`config.mk`:
```
export PLATFORM = sky130hd
export DESIGN_NAME = control_unit_flat
export DESIGN_NICKNAME = d
export VERILOG_FILES = /design/src/rtl/control_unit_pkg.sv /design/src/rtl/control_unit_if.sv /design/src/rtl/control_unit_decode.sv /design/src/rtl/control_unit.sv /design/src/flat_wrapper.sv
export SDC_FILE = /design/constraint.sdc
export NUM_CORES = 1
export LEC_CHECK = 0
export ABC_AREA = 1
export CAP_MARGIN = 20
export CORE_ASPECT_RATIO = 0.7
export CORE_MARGIN = 1
export CORE_UTILIZATION = 42
export CTS_CLUSTER_DIAMETER = 100
export CTS_CLUSTER_SIZE = 12
export DETAILED_ROUTE_END_ITERATION = 10
export GPL_ROUTABILITY_DRIVEN = 0
export PLACE_DENSITY = 0.84
export SLEW_MARGIN = 20
export SYNTH_ARGS = -nofsm -noshare
export SYNTH_HDL_FRONTEND = slang
export SYNTH_HIERARCHICAL = 1
export SYNTH_SLANG_ARGS = --single-unit
```
`constraint.sdc`:
```
create_clock -name clk -period 1.3 [get_ports clk]
set_input_delay 0.13 -clock clk [delete_from_list [all_inputs] [get_ports clk]]
set_output_delay 0.13 -clock clk [all_outputs]
set_load 0.1 [all_outputs]
```
`src/rtl/control_unit_pkg.sv`:
```
// -----------------------------------------------------------------------------
// cu_pkg: shared types and constants for the control_unit slice.
//   state_t   - FSM state encoding
//   iclass_t  - instruction class produced by cu_decode
//   OP_*      - opcode field (ir_1) values
//   FN_*      - ALU function select codes (fnSelect)
//   helpers   - small predicates on instruction class
// -----------------------------------------------------------------------------
package cu_pkg;

    typedef enum logic [3:0] {
        FETCH_ADDR,
        FETCH_MEM,
        FETCH_IR,
        DECODE,
        EXEC,
        MEM_ADDR,
        MEM_ACC,
        WB,
        HALT
    } state_t;

    typedef enum logic [3:0] {
        CL_ALU,
        CL_LOAD,
        CL_STORE,
        CL_BRANCH,
        CL_JUMP,
        CL_PUSH,
        CL_POP,
        CL_HALT,
        CL_ILLEGAL
    } iclass_t;

    localparam logic [3:0] OP_ALU    = 4'b0000;
    localparam logic [3:0] OP_LOAD   = 4'b0001;
    localparam logic [3:0] OP_STORE  = 4'b0010;
    localparam logic [3:0] OP_BRANCH = 4'b0011;
    localparam logic [3:0] OP_JUMP   = 4'b0100;
    localparam logic [3:0] OP_PUSH   = 4'b0101;
    localparam logic [3:0] OP_POP    = 4'b0110;
    localparam logic [3:0] OP_HALT   = 4'b1111;

    localparam logic [2:0] FN_ADD = 3'b000;
    localparam logic [2:0] FN_SUB = 3'b001;
    localparam logic [2:0] FN_AND = 3'b010;
    localparam logic [2:0] FN_OR  = 3'b011;
    localparam logic [2:0] FN_XOR = 3'b100;
    localparam logic [2:0] FN_NOT = 3'b101;
    localparam logic [2:0] FN_SHL = 3'b110;
    localparam logic [2:0] FN_SHR = 3'b111;
    // Value driven on fnSelect whenever the ALU is not in use.
    localparam logic [2:0] FN_IDLE = FN_ADD;

    // Classes whose memory access is a read (result lands in MDR, then WB).
    function automatic logic cls_is_read(iclass_t c);
        return (c == CL_LOAD) || (c == CL_POP);
    endfunction

    // Classes whose address comes from the stack pointer rather than the label.
    function automatic logic cls_uses_sp(iclass_t c);
        return (c == CL_PUSH) || (c == CL_POP);
    endfunction

endpackage

```
`src/rtl/control_unit_if.sv`:
```
// -----------------------------------------------------------------------------
// control_unit_if: bundle between the control unit and the datapath/memory.
//   IR fields : ir_1 (opcode), ir_2 (mode, bit0 = immediate), funct, cc
//   memory    : mem_rd, mem_wr (requests), mem_ready (completion strobe)
//   loads     : ldMAR ldMDR ldIR ldPC ldSP ldReg ldALUreg ldFlag
//   bus drive : Tpc Tsp Tmdr Treg Tlabel
//   ALU       : ALUon, fnSelect, mm
//   status    : halted, illegal, bus_err (sticky)
// modport master = control unit side, slave = datapath/memory side.
// -----------------------------------------------------------------------------
interface control_unit_if;
    logic [3:0] ir_1;
    logic [1:0] ir_2;
    logic [2:0] funct;
    logic       cc;
    logic       mem_ready;

    logic       ldMAR, ldMDR, ldIR, ldPC, ldSP, ldReg, ldALUreg, ldFlag;
    logic       Tpc, Tsp, Tmdr, Treg, Tlabel;
    logic       ALUon;
    logic [2:0] fnSelect;
    logic       mm;
    logic       mem_rd, mem_wr;
    logic       halted, illegal, bus_err;

    modport master (
        input  ir_1, ir_2, funct, cc, mem_ready,
        output ldMAR, ldMDR, ldIR, ldPC, ldSP, ldReg, ldALUreg, ldFlag,
        output Tpc, Tsp, Tmdr, Treg, Tlabel,
        output ALUon, fnSelect, mm, mem_rd, mem_wr,
        output halted, illegal, bus_err
    );

    modport slave (
        output ir_1, ir_2, funct, cc, mem_ready,
        input  ldMAR, ldMDR, ldIR, ldPC, ldSP, ldReg, ldALUreg, ldFlag,
        input  Tpc, Tsp, Tmdr, Treg, Tlabel,
        input  ALUon, fnSelect, mm, mem_rd, mem_wr,
        input  halted, illegal, bus_err
    );
endinterface

```
`src/rtl/control_unit_decode.sv`:
```
// -----------------------------------------------------------------------------
// cu_decode: combinational opcode -> instruction class.
//   opcode : in  [3:0] ir_1 field
//   iclass : out       instruction class (CL_ILLEGAL for unknown opcodes)
// Config macro CU_STACK_EN: when defined PUSH/POP decode to their classes,
// otherwise those opcodes fall through to CL_ILLEGAL.
// -----------------------------------------------------------------------------
module cu_decode
    import cu_pkg::*;
(
    input  logic [3:0] opcode,
    output iclass_t    iclass
);

    always_comb begin
        iclass = CL_ILLEGAL;
        case (opcode)
            OP_ALU:    iclass = CL_ALU;
            OP_LOAD:   iclass = CL_LOAD;
            OP_STORE:  iclass = CL_STORE;
            OP_BRANCH: iclass = CL_BRANCH;
            OP_JUMP:   iclass = CL_JUMP;
`ifdef CU_STACK_EN
            OP_PUSH:   iclass = CL_PUSH;
            OP_POP:    iclass = CL_POP;
`else
            // Stack ops are not built in: treat them like any unknown opcode.
            OP_PUSH,
            OP_POP:    iclass = CL_ILLEGAL;
`endif
            OP_HALT:   iclass = CL_HALT;
            default:   iclass = CL_ILLEGAL;
        endcase
    end

endmodule

```
`src/rtl/control_unit.sv`:
```
// -----------------------------------------------------------------------------
// control_unit: multi-cycle microsequencer for a simple accumulator/stack CPU.
//   clk   : in  rising-edge clock
//   reset : in  asynchronous active-low reset
//   bus   : control_unit_if.master (IR fields, memory handshake, datapath
//           load/tristate enables, ALU controls, sticky status flags)
// Parameter TIMEOUT_CYCLES: wait-counter value at which an unanswered memory
// request is abandoned, bus_err is raised and the FSM halts.
// Config macro CU_STACK_EN (in cu_decode) enables PUSH/POP.
//
// Outputs are decoded from the current state; a few strobes are qualified by
// live inputs (ldMDR by mem_ready on reads, ldPC by cc on branches).
// -----------------------------------------------------------------------------
module control_unit
    import cu_pkg::*;
#(
    parameter int TIMEOUT_CYCLES = 15
) (
    input  logic           clk,
    input  logic           reset,
    control_unit_if.master bus
);

    localparam int CNT_REQ = $clog2(TIMEOUT_CYCLES + 1);
    localparam int CNT_W   = (CNT_REQ > 4) ? CNT_REQ : 4;

    state_t           state, next;
    iclass_t          dec_cls, cls_q;
    logic             run;        // low until the first edge after reset
    logic [CNT_W-1:0] wait_cnt;
    logic             in_wait;
    logic             timeout;
    logic             halted_q, illegal_q, bus_err_q;

    cu_decode u_decode (
        .opcode (bus.ir_1),
        .iclass (dec_cls)
    );

    assign in_wait = (state == FETCH_MEM) || (state == MEM_ACC);
    // mem_ready in the expiry cycle still completes the access.
    assign timeout = in_wait && !bus.mem_ready &&
                     (wait_cnt == CNT_W'(TIMEOUT_CYCLES));

    // State register. The first edge after reset only arms 'run', so that
    // edge is the one that exposes the FETCH_ADDR outputs.
    always_ff @(posedge clk or negedge reset) begin
        if (!reset) begin
            state <= FETCH_ADDR;
            run   <= 1'b0;
        end else begin
            state <= next;
            run   <= 1'b1;
        end
    end

    // Latched class, wait counter and sticky flags.
    always_ff @(posedge clk or negedge reset) begin
        if (!reset) begin
            cls_q     <= CL_ILLEGAL;
            wait_cnt  <= '0;
            halted_q  <= 1'b0;
            illegal_q <= 1'b0;
            bus_err_q <= 1'b0;
        end else begin
            if (state == DECODE)
                cls_q <= dec_cls;
            // Zero on every entry into a wait state; count while stalled.
            if (in_wait && (next == state))
                wait_cnt <= wait_cnt + CNT_W'(1);
            else
                wait_cnt <= '0;
            if (next == HALT)
                halted_q <= 1'b1;
            if (timeout)
                bus_err_q <= 1'b1;
            if ((state == DECODE) && (dec_cls == CL_ILLEGAL))
                illegal_q <= 1'b1;
        end
    end

    // Next state and outputs.
    always_comb begin
        next         = state;
        bus.ldMAR    = 1'b0;
        bus.ldMDR    = 1'b0;
        bus.ldIR     = 1'b0;
        bus.ldPC     = 1'b0;
        bus.ldSP     = 1'b0;
        bus.ldReg    = 1'b0;
        bus.ldALUreg = 1'b0;
        bus.ldFlag   = 1'b0;
        bus.Tpc      = 1'b0;
        bus.Tsp      = 1'b0;
        bus.Tmdr     = 1'b0;
        bus.Treg     = 1'b0;
        bus.Tlabel   = 1'b0;
        bus.ALUon    = 1'b0;
        bus.fnSelect = FN_IDLE;
        bus.mm       = 1'b0;
        bus.mem_rd   = 1'b0;
        bus.mem_wr   = 1'b0;

        case (state)
            FETCH_ADDR: begin
                if (run) begin
                    bus.Tpc   = 1'b1;
                    bus.ldMAR = 1'b1;
                    next      = FETCH_MEM;
                end
            end

            FETCH_MEM: begin
                bus.mem_rd = 1'b1;
                bus.ldMDR  = bus.mem_ready;
                if (bus.mem_ready)
                    next = FETCH_IR;
                else if (timeout)
                    next = HALT;
            end

            FETCH_IR: begin
                bus.Tmdr = 1'b1;
                bus.ldIR = 1'b1;
                bus.ldPC = 1'b1;
                next     = DECODE;
            end

            DECODE: begin
                case (dec_cls)
                    CL_ALU, CL_BRANCH, CL_JUMP:        next = EXEC;
                    CL_LOAD, CL_STORE, CL_PUSH, CL_POP: next = MEM_ADDR;
                    CL_HALT:                            next = HALT;
                    default:                            next = FETCH_ADDR;
                endcase
            end

            EXEC: begin
                if (cls_q == CL_ALU) begin
                    bus.ALUon    = 1'b1;
                    bus.fnSelect = bus.funct;
                    bus.mm       = bus.ir_2[0];
                    bus.ldALUreg = 1'b1;
                    bus.ldFlag   = 1'b1;
                    next         = WB;
                end else begin
                    bus.Tlabel = 1'b1;
                    bus.ldPC   = (cls_q == CL_JUMP) ? 1'b1 : bus.cc;
                    next       = FETCH_ADDR;
                end
            end

            MEM_ADDR: begin
                bus.ldMAR = 1'b1;
                if (cls_uses_sp(cls_q))
                    bus.Tsp = 1'b1;
                else
                    bus.Tlabel = 1'b1;
                // PUSH pre-decrements SP alongside the address load.
                bus.ldSP = (cls_q == CL_PUSH);
                next     = MEM_ACC;
            end

            MEM_ACC: begin
                if (cls_is_read(cls_q)) begin
                    bus.mem_rd = 1'b1;
                    bus.ldMDR  = bus.mem_ready;
                end else begin
                    bus.Treg   = 1'b1;
                    bus.ldMDR  = 1'b1;
                    bus.mem_wr = 1'b1;
                end
                if (bus.mem_ready)
                    next = cls_is_read(cls_q) ? WB : FETCH_ADDR;
                else if (timeout)
                    next = HALT;
            end

            WB: begin
                bus.ldReg = 1'b1;
                bus.Tmdr  = cls_is_read(cls_q);
                // POP post-increments SP once the data is written back.
                bus.ldSP  = (cls_q == CL_POP);
                next      = FETCH_ADDR;
            end

            HALT: next = HALT;

            default: next = FETCH_ADDR;
        endcase
    end

    assign bus.halted  = halted_q;
    assign bus.illegal = illegal_q;
    assign bus.bus_err = bus_err_q;

endmodule

```
`src/flat_wrapper.sv`:
```
// flat-port wrapper written by rule: the top's interface ports become plain ports
module control_unit_flat import cu_pkg::*;
#(
    parameter int TIMEOUT_CYCLES = 15
)
  (clk, reset, bus_ir_1, bus_ir_2, bus_funct, bus_cc, bus_mem_ready, bus_ldMAR, bus_ldMDR, bus_ldIR, bus_ldPC, bus_ldSP, bus_ldReg, bus_ldALUreg, bus_ldFlag, bus_Tpc, bus_Tsp, bus_Tmdr, bus_Treg, bus_Tlabel, bus_ALUon, bus_fnSelect, bus_mm, bus_mem_rd, bus_mem_wr, bus_halted, bus_illegal, bus_bus_err);
  control_unit_if bus_i ();
  input  logic clk;
  input  logic reset;
  input wire logic [$bits(bus_i.ir_1)-1:0] bus_ir_1;
  input wire logic [$bits(bus_i.ir_2)-1:0] bus_ir_2;
  input wire logic [$bits(bus_i.funct)-1:0] bus_funct;
  input wire logic [$bits(bus_i.cc)-1:0] bus_cc;
  input wire logic [$bits(bus_i.mem_ready)-1:0] bus_mem_ready;
  output wire logic [$bits(bus_i.ldMAR)-1:0] bus_ldMAR;
  output wire logic [$bits(bus_i.ldMDR)-1:0] bus_ldMDR;
  output wire logic [$bits(bus_i.ldIR)-1:0] bus_ldIR;
  output wire logic [$bits(bus_i.ldPC)-1:0] bus_ldPC;
  output wire logic [$bits(bus_i.ldSP)-1:0] bus_ldSP;
  output wire logic [$bits(bus_i.ldReg)-1:0] bus_ldReg;
  output wire logic [$bits(bus_i.ldALUreg)-1:0] bus_ldALUreg;
  output wire logic [$bits(bus_i.ldFlag)-1:0] bus_ldFlag;
  output wire logic [$bits(bus_i.Tpc)-1:0] bus_Tpc;
  output wire logic [$bits(bus_i.Tsp)-1:0] bus_Tsp;
  output wire logic [$bits(bus_i.Tmdr)-1:0] bus_Tmdr;
  output wire logic [$bits(bus_i.Treg)-1:0] bus_Treg;
  output wire logic [$bits(bus_i.Tlabel)-1:0] bus_Tlabel;
  output wire logic [$bits(bus_i.ALUon)-1:0] bus_ALUon;
  output wire logic [$bits(bus_i.fnSelect)-1:0] bus_fnSelect;
  output wire logic [$bits(bus_i.mm)-1:0] bus_mm;
  output wire logic [$bits(bus_i.mem_rd)-1:0] bus_mem_rd;
  output wire logic [$bits(bus_i.mem_wr)-1:0] bus_mem_wr;
  output wire logic [$bits(bus_i.halted)-1:0] bus_halted;
  output wire logic [$bits(bus_i.illegal)-1:0] bus_illegal;
  output wire logic [$bits(bus_i.bus_err)-1:0] bus_bus_err;
  assign bus_i.ir_1 = bus_ir_1;
  assign bus_i.ir_2 = bus_ir_2;
  assign bus_i.funct = bus_funct;
  assign bus_i.cc = bus_cc;
  assign bus_i.mem_ready = bus_mem_ready;
  assign bus_ldMAR = bus_i.ldMAR;
  assign bus_ldMDR = bus_i.ldMDR;
  assign bus_ldIR = bus_i.ldIR;
  assign bus_ldPC = bus_i.ldPC;
  assign bus_ldSP = bus_i.ldSP;
  assign bus_ldReg = bus_i.ldReg;
  assign bus_ldALUreg = bus_i.ldALUreg;
  assign bus_ldFlag = bus_i.ldFlag;
  assign bus_Tpc = bus_i.Tpc;
  assign bus_Tsp = bus_i.Tsp;
  assign bus_Tmdr = bus_i.Tmdr;
  assign bus_Treg = bus_i.Treg;
  assign bus_Tlabel = bus_i.Tlabel;
  assign bus_ALUon = bus_i.ALUon;
  assign bus_fnSelect = bus_i.fnSelect;
  assign bus_mm = bus_i.mm;
  assign bus_mem_rd = bus_i.mem_rd;
  assign bus_mem_wr = bus_i.mem_wr;
  assign bus_halted = bus_i.halted;
  assign bus_illegal = bus_i.illegal;
  assign bus_bus_err = bus_i.bus_err;
  control_unit #(.TIMEOUT_CYCLES(TIMEOUT_CYCLES)) u_core (.clk(clk), .reset(reset), .bus(bus_i));
endmodule
```
==> run_results.csv, run 1 <==
group,metric,value,unit
outcome,outcome,"stopped before the end",
outcome,stop_stage,"4_1_cts",
outcome,error_line,"[ERROR DPL-0038] Utilization greater than 100%, impossible to legalize",
synth,yosysWarnings,6,
clock_network,cts_buffer_depth,2,
synth,synth-async-reset-ratio,100,%
synth,ys_seq_elements,16,
floorplanning,initial_core_util,46.4,%
clock_network,cts_resized,76,
synth,syn_nets,183,
synth,synthCells,166,
floorplanning,num_rows,15,
clock_network,cts_buffers,3,
synth,synth.most_common_cell,"nand2_1",
synth,synth_edf_count,0,
placement,io_buffers,34,
synth,synth_cell_type_count,28,
floorplanning,ioPinCount,36,
clock_network,root_buffer,"clkbuf_8",
clock_network,cts_sinks,16,
floorplanning,die_h,46.6,um
synth,synth_commonest_cells,"nand2_1, inv_1, nor2_1, dfrtp_1, nand3_1",
synth,yosysTopAreaCellShare,31.4,%
synth,yosysSeqAreaShare,33.6,%
placement,hpwlAfterDp,3760,um
synth,ys.flop_type,"dfrtp_1",
synth,syn-cell-area,1190,um^2
synth,synthTopCellsByArea,"dfrtp_1, nand2_1, inv_1",
synth,synth_area_per_cell,7.19,um^2
clock_network,h-tree-depth,1,
clock_network,cts_hold_buffers,0,
floorplanning,fp.dieW,65.7,um
clock_network,cts_setup_buffers,25,
synth,yosysTopAreaCell,"dfrtp_1",
## per-stage QoR
stage	hold slack, ns	worst slack (ns)	instance area [um^2]	instances
3_5_place_dp	0.378	-1.03	2310	273
3_3_place_gp	0.363	-0.694	2310	273
2_1_floorplan	-0.166	-0.491	1430	166
## cells by family after synthesis
kind of cell | count (synthesis) | synth area share [%]
XOR/XNOR | 2 | 1.47
buffers and inverters | 36 | 12.3
AND/OR/NAND/NOR | 94 | 41.4
other | 1 | 0.314
AO/OA/AOI/OAI | 13 | 6.71
flip-flops | 16 | 33.6
adder cells (fa/ha/maj) | 4 | 4.19
==> run 2: changes to the inputs <==
CORE_AREA = 2 2 63 65   (was unset)
CORE_ASPECT_RATIO = unset   (was 0.7)
CORE_MARGIN = unset   (was 1)
CORE_UTILIZATION = unset   (was 42)
CTS_CLUSTER_DIAMETER = unset   (was 100)
CTS_CLUSTER_SIZE = unset   (was 12)
DIE_AREA = 0 0 65 67   (was unset)
PLACE_DENSITY = unset   (was 0.84)
PLACE_DENSITY_LB_ADDON = 0.15   (was unset)
clock period = 1.7 ns   (was 1.3 ns; I/O delays follow)
==> run_results.csv, run 2 <==
group,metric,value,unit
outcome,outcome,"finished clean",
layout,layout-drive-gt1-share,54.4,%
synth,synth-async-reset-ratio,100,%
global_routing,grt_max_degree,17,
synth,syn-cell-area,1190,um^2
global_routing,grt_pass1_wl,5420,um
worst_setup_path,critPathTopFamily,"flip-flops",
layout,area_delta_synth_final,85.0,%
global_routing,top_usage_layer,"met2",
global_routing,met2_usage,30.2,%
floorplanning,ioPinCount,36,
timing,hold_viol_final,0,
synth,synthTopCellsByArea,"dfrtp_1, nand2_1, inv_1",
synth,synth_cell_type_count,28,
worst_setup_path,required,1.53,ns
synth,yosysWarnings,6,
clock_network,tritoncts,"built",
synth,synthCells,166,
synth,yosysSeqAreaShare,33.6,%
worst_setup_path,critPathMaxFanout,7,
floorplanning,num_rows,22,
timing,timing.fmax,0.592,GHz
flow_run,maxCapViolCount,0,
placement,io_buffers,34,
global_routing,antenna_found_initial,0,
floorplanning,fp.dieArea,4360,um^2
layout,fillers,306,
synth,yosysTopAreaCellShare,31.4,%
synth,synth_edf_count,0,
routing,drt-total-wl,3140,um
timing,setup_tns,0,ns
synth,ys_seq_elements,16,
global_routing,use_met1,17.6,%
clock_network,cts.reportedPaths.clkPinSlew,0.06,ns
timing,setup_violations,0,
layout,nNetsFinal,244,
worst_setup_path,slowest_stage,"dfstp_2",
worst_setup_path,end_kind,"primary output",
timing,skew,0.00157,ns
routing,viasPerCell,4.55,
global_routing,grt_pass1_vias,1256,
clock_network,cts_sinks,16,
clock_network,cts_buffers,3,
clock_network,clk-insertion-delay-late,0.25,ns
synth,yosysTopAreaCell,"dfrtp_1",
floorplanning,fp.dieW,65,um
synth,syn_nets,183,
timing,period_minus_slack,1.69,ns
worst_setup_path,crit_type,"flop to primary output",
routing,drcViolationCount,0,
worst_setup_path,critPathLaunchType,"flop",
power_and_ir_drop,peakVddDrop,0.813,mV
routing,ant_nets,0,
layout,largest_registers,"u_core/cls_q (4), u_core/state (4), u_core/wait_cnt (4)",
layout,finalInstanceArea,2210,um^2
power_and_ir_drop,power.density,1570,nW/um^2
layout,seq_area,407,um^2
clock_network,root_buffer,"clkbuf_8",
layout,multi_input_area,815,um^2
placement,hpwlAfterDp,2440,um
routing,drt-pass1-iter-count,4,
hold_path,hp-class,"input pin to asynchronous set/reset pin",
global_routing,grt_use_total,15.9,%
floorplanning,die_h,67,um
worst_setup_path,cp_slowest_stage_delay,0.58,ns
synth,ys.flop_type,"dfrtp_1",
placement,dpl_cell_area,1990,um^2
timing,period_share,99.4,%
layout,layout_common_cells,"nand2_1, buf_4, buf_12, inv_1, nand3_1",
power_and_ir_drop,leakage,0.00107,uW
floorplanning,initial_core_util,33.1,%
layout,antenna_cells,0,
clock_network,cts_buffer_depth,2,
routing,drtIter0Drc,41,
routing,wire_per_inst,11.5,um
worst_setup_path,worstPathCellList,"inv_2 -> nand2_2 -> nor2_2 -> nand2_4 -> clkinvlp_4 -> buf_12",
worst_setup_path,cp.arrival,1.52,ns
synth,synth.most_common_cell,"nand2_1",
timing,final_max_slew_viol_count,0,
global_routing,grtUsageMet3,2.36,%
timing,rsz0062_at_grt,"yes",
global_routing,overflow,0,
routing,vias,1247,
synth,synth_commonest_cells,"nand2_1, inv_1, nor2_1, dfrtp_1, nand3_1",
clock_network,h-tree-depth,1,
floorplanning,core_region_area,3610,um^2
worst_setup_path,critPathBufInv,3,
synth,synth_area_per_cell,7.19,um^2
power_and_ir_drop,power,3470,uW
run 2: area by class of cell:
class,count,area share [%]
clock buffer,4,2.49
multi-input combinational,114,36.9
tap,48,2.72
timing repair buffer,59,33.6
inverter,33,5.89
sequential,16,18.4
run 2: logic make-up after synthesis:
kind of cell / synth area share [%]
flops: 33.6
fa+ha+maj: 4.19
compound gates: 6.71
simple gates: 41.4
buf+inv: 12.3
other cells: 0.314
xor+xnor: 1.47
run 2: worst register-to-register path, cell delays in order (launching register included):
cell and delay (ns):
dfstp_2 0.58, inv_2 0.05, nand2_2 0.06, nor2_2 0.05
nand2_4 0.13, nand4_1 0.12, nor2_2 0.14, nand2_2 0.09
nand2_1 0.08, nand2_2 0.09, nor3_2 0.11
run 2: path summary, 6_finish.rpt:
| path | start | end | slack, ns | depth (start not counted) |
|---|---|---|---|---|
| setup / recovery | u_core/cls_q[3] | bus_ALUon | 0.01 | 6 |
| max in group asynchronous | reset | u_core/cls_q[3] | 1.20 | 2 |
| setup reg to reg | u_core/cls_q[3] | u_core/wait_cnt[2] | 0.12 | 10 |
| min in group clk | bus_ir_1[0] | u_core/cls_q[0] | 0.37 | 5 |
| hold reg to reg | u_core/wait_cnt[0] | u_core/wait_cnt[0] | 0.49 | 1 |
| hold / removal | reset | u_core/bus.illegal | 0.25 | 2 |
run 2: layer usage:
metal / vias to the layer above / routed length (um)
met3: 4 / 182
met1: 570 / 1290
met2: 38 / 1630
li1: 635 / -
met5: - / 0
met4: 0 / 32
run 2: power breakdown:
part	switching [uW]	internal, uW
logic	1650	874
clock network	127	205
registers	127	489
total	1900	1570
run 2: stage by stage:
| step | hold slack, ns | util (%) | std cells | worst slack (ns) |
|---|---|---|---|---|
| after global placement | 0.466 | 55.1 | 256 | -0.351 |
| after global routing | 0.271 | 61.2 | 274 | -0.0591 |
| after detailed placement | 0.478 | 55.1 | 256 | -0.471 |
| after CTS | 0.255 | 59.0 | 269 | -0.00351 |
| after floorplan | -0.126 | - | 166 | -0.401 |
| final | 0.251 | 61.2 | 274 | 0.00983 |
run 2: timing repair:
| item | 4_1_cts | 5_1_grt |
|---|---|---|
| setup buffers | 9 | 5 |
| hold buffers | 0 | 0 |
| resized for setup | 12 | 27 |
| pin swaps | 8 | 13 |
| endpoints found under the setup margin | 19 | 22 |
No activity file was read; power rests on OpenSTA's default activity.
==> run 3: changes to the inputs <==
HOLD_SLACK_MARGIN = 0.05   (was unset)
==> results of run 3 <==
Same layout as run 2: the final DEF is identical, and so are final timing and power.
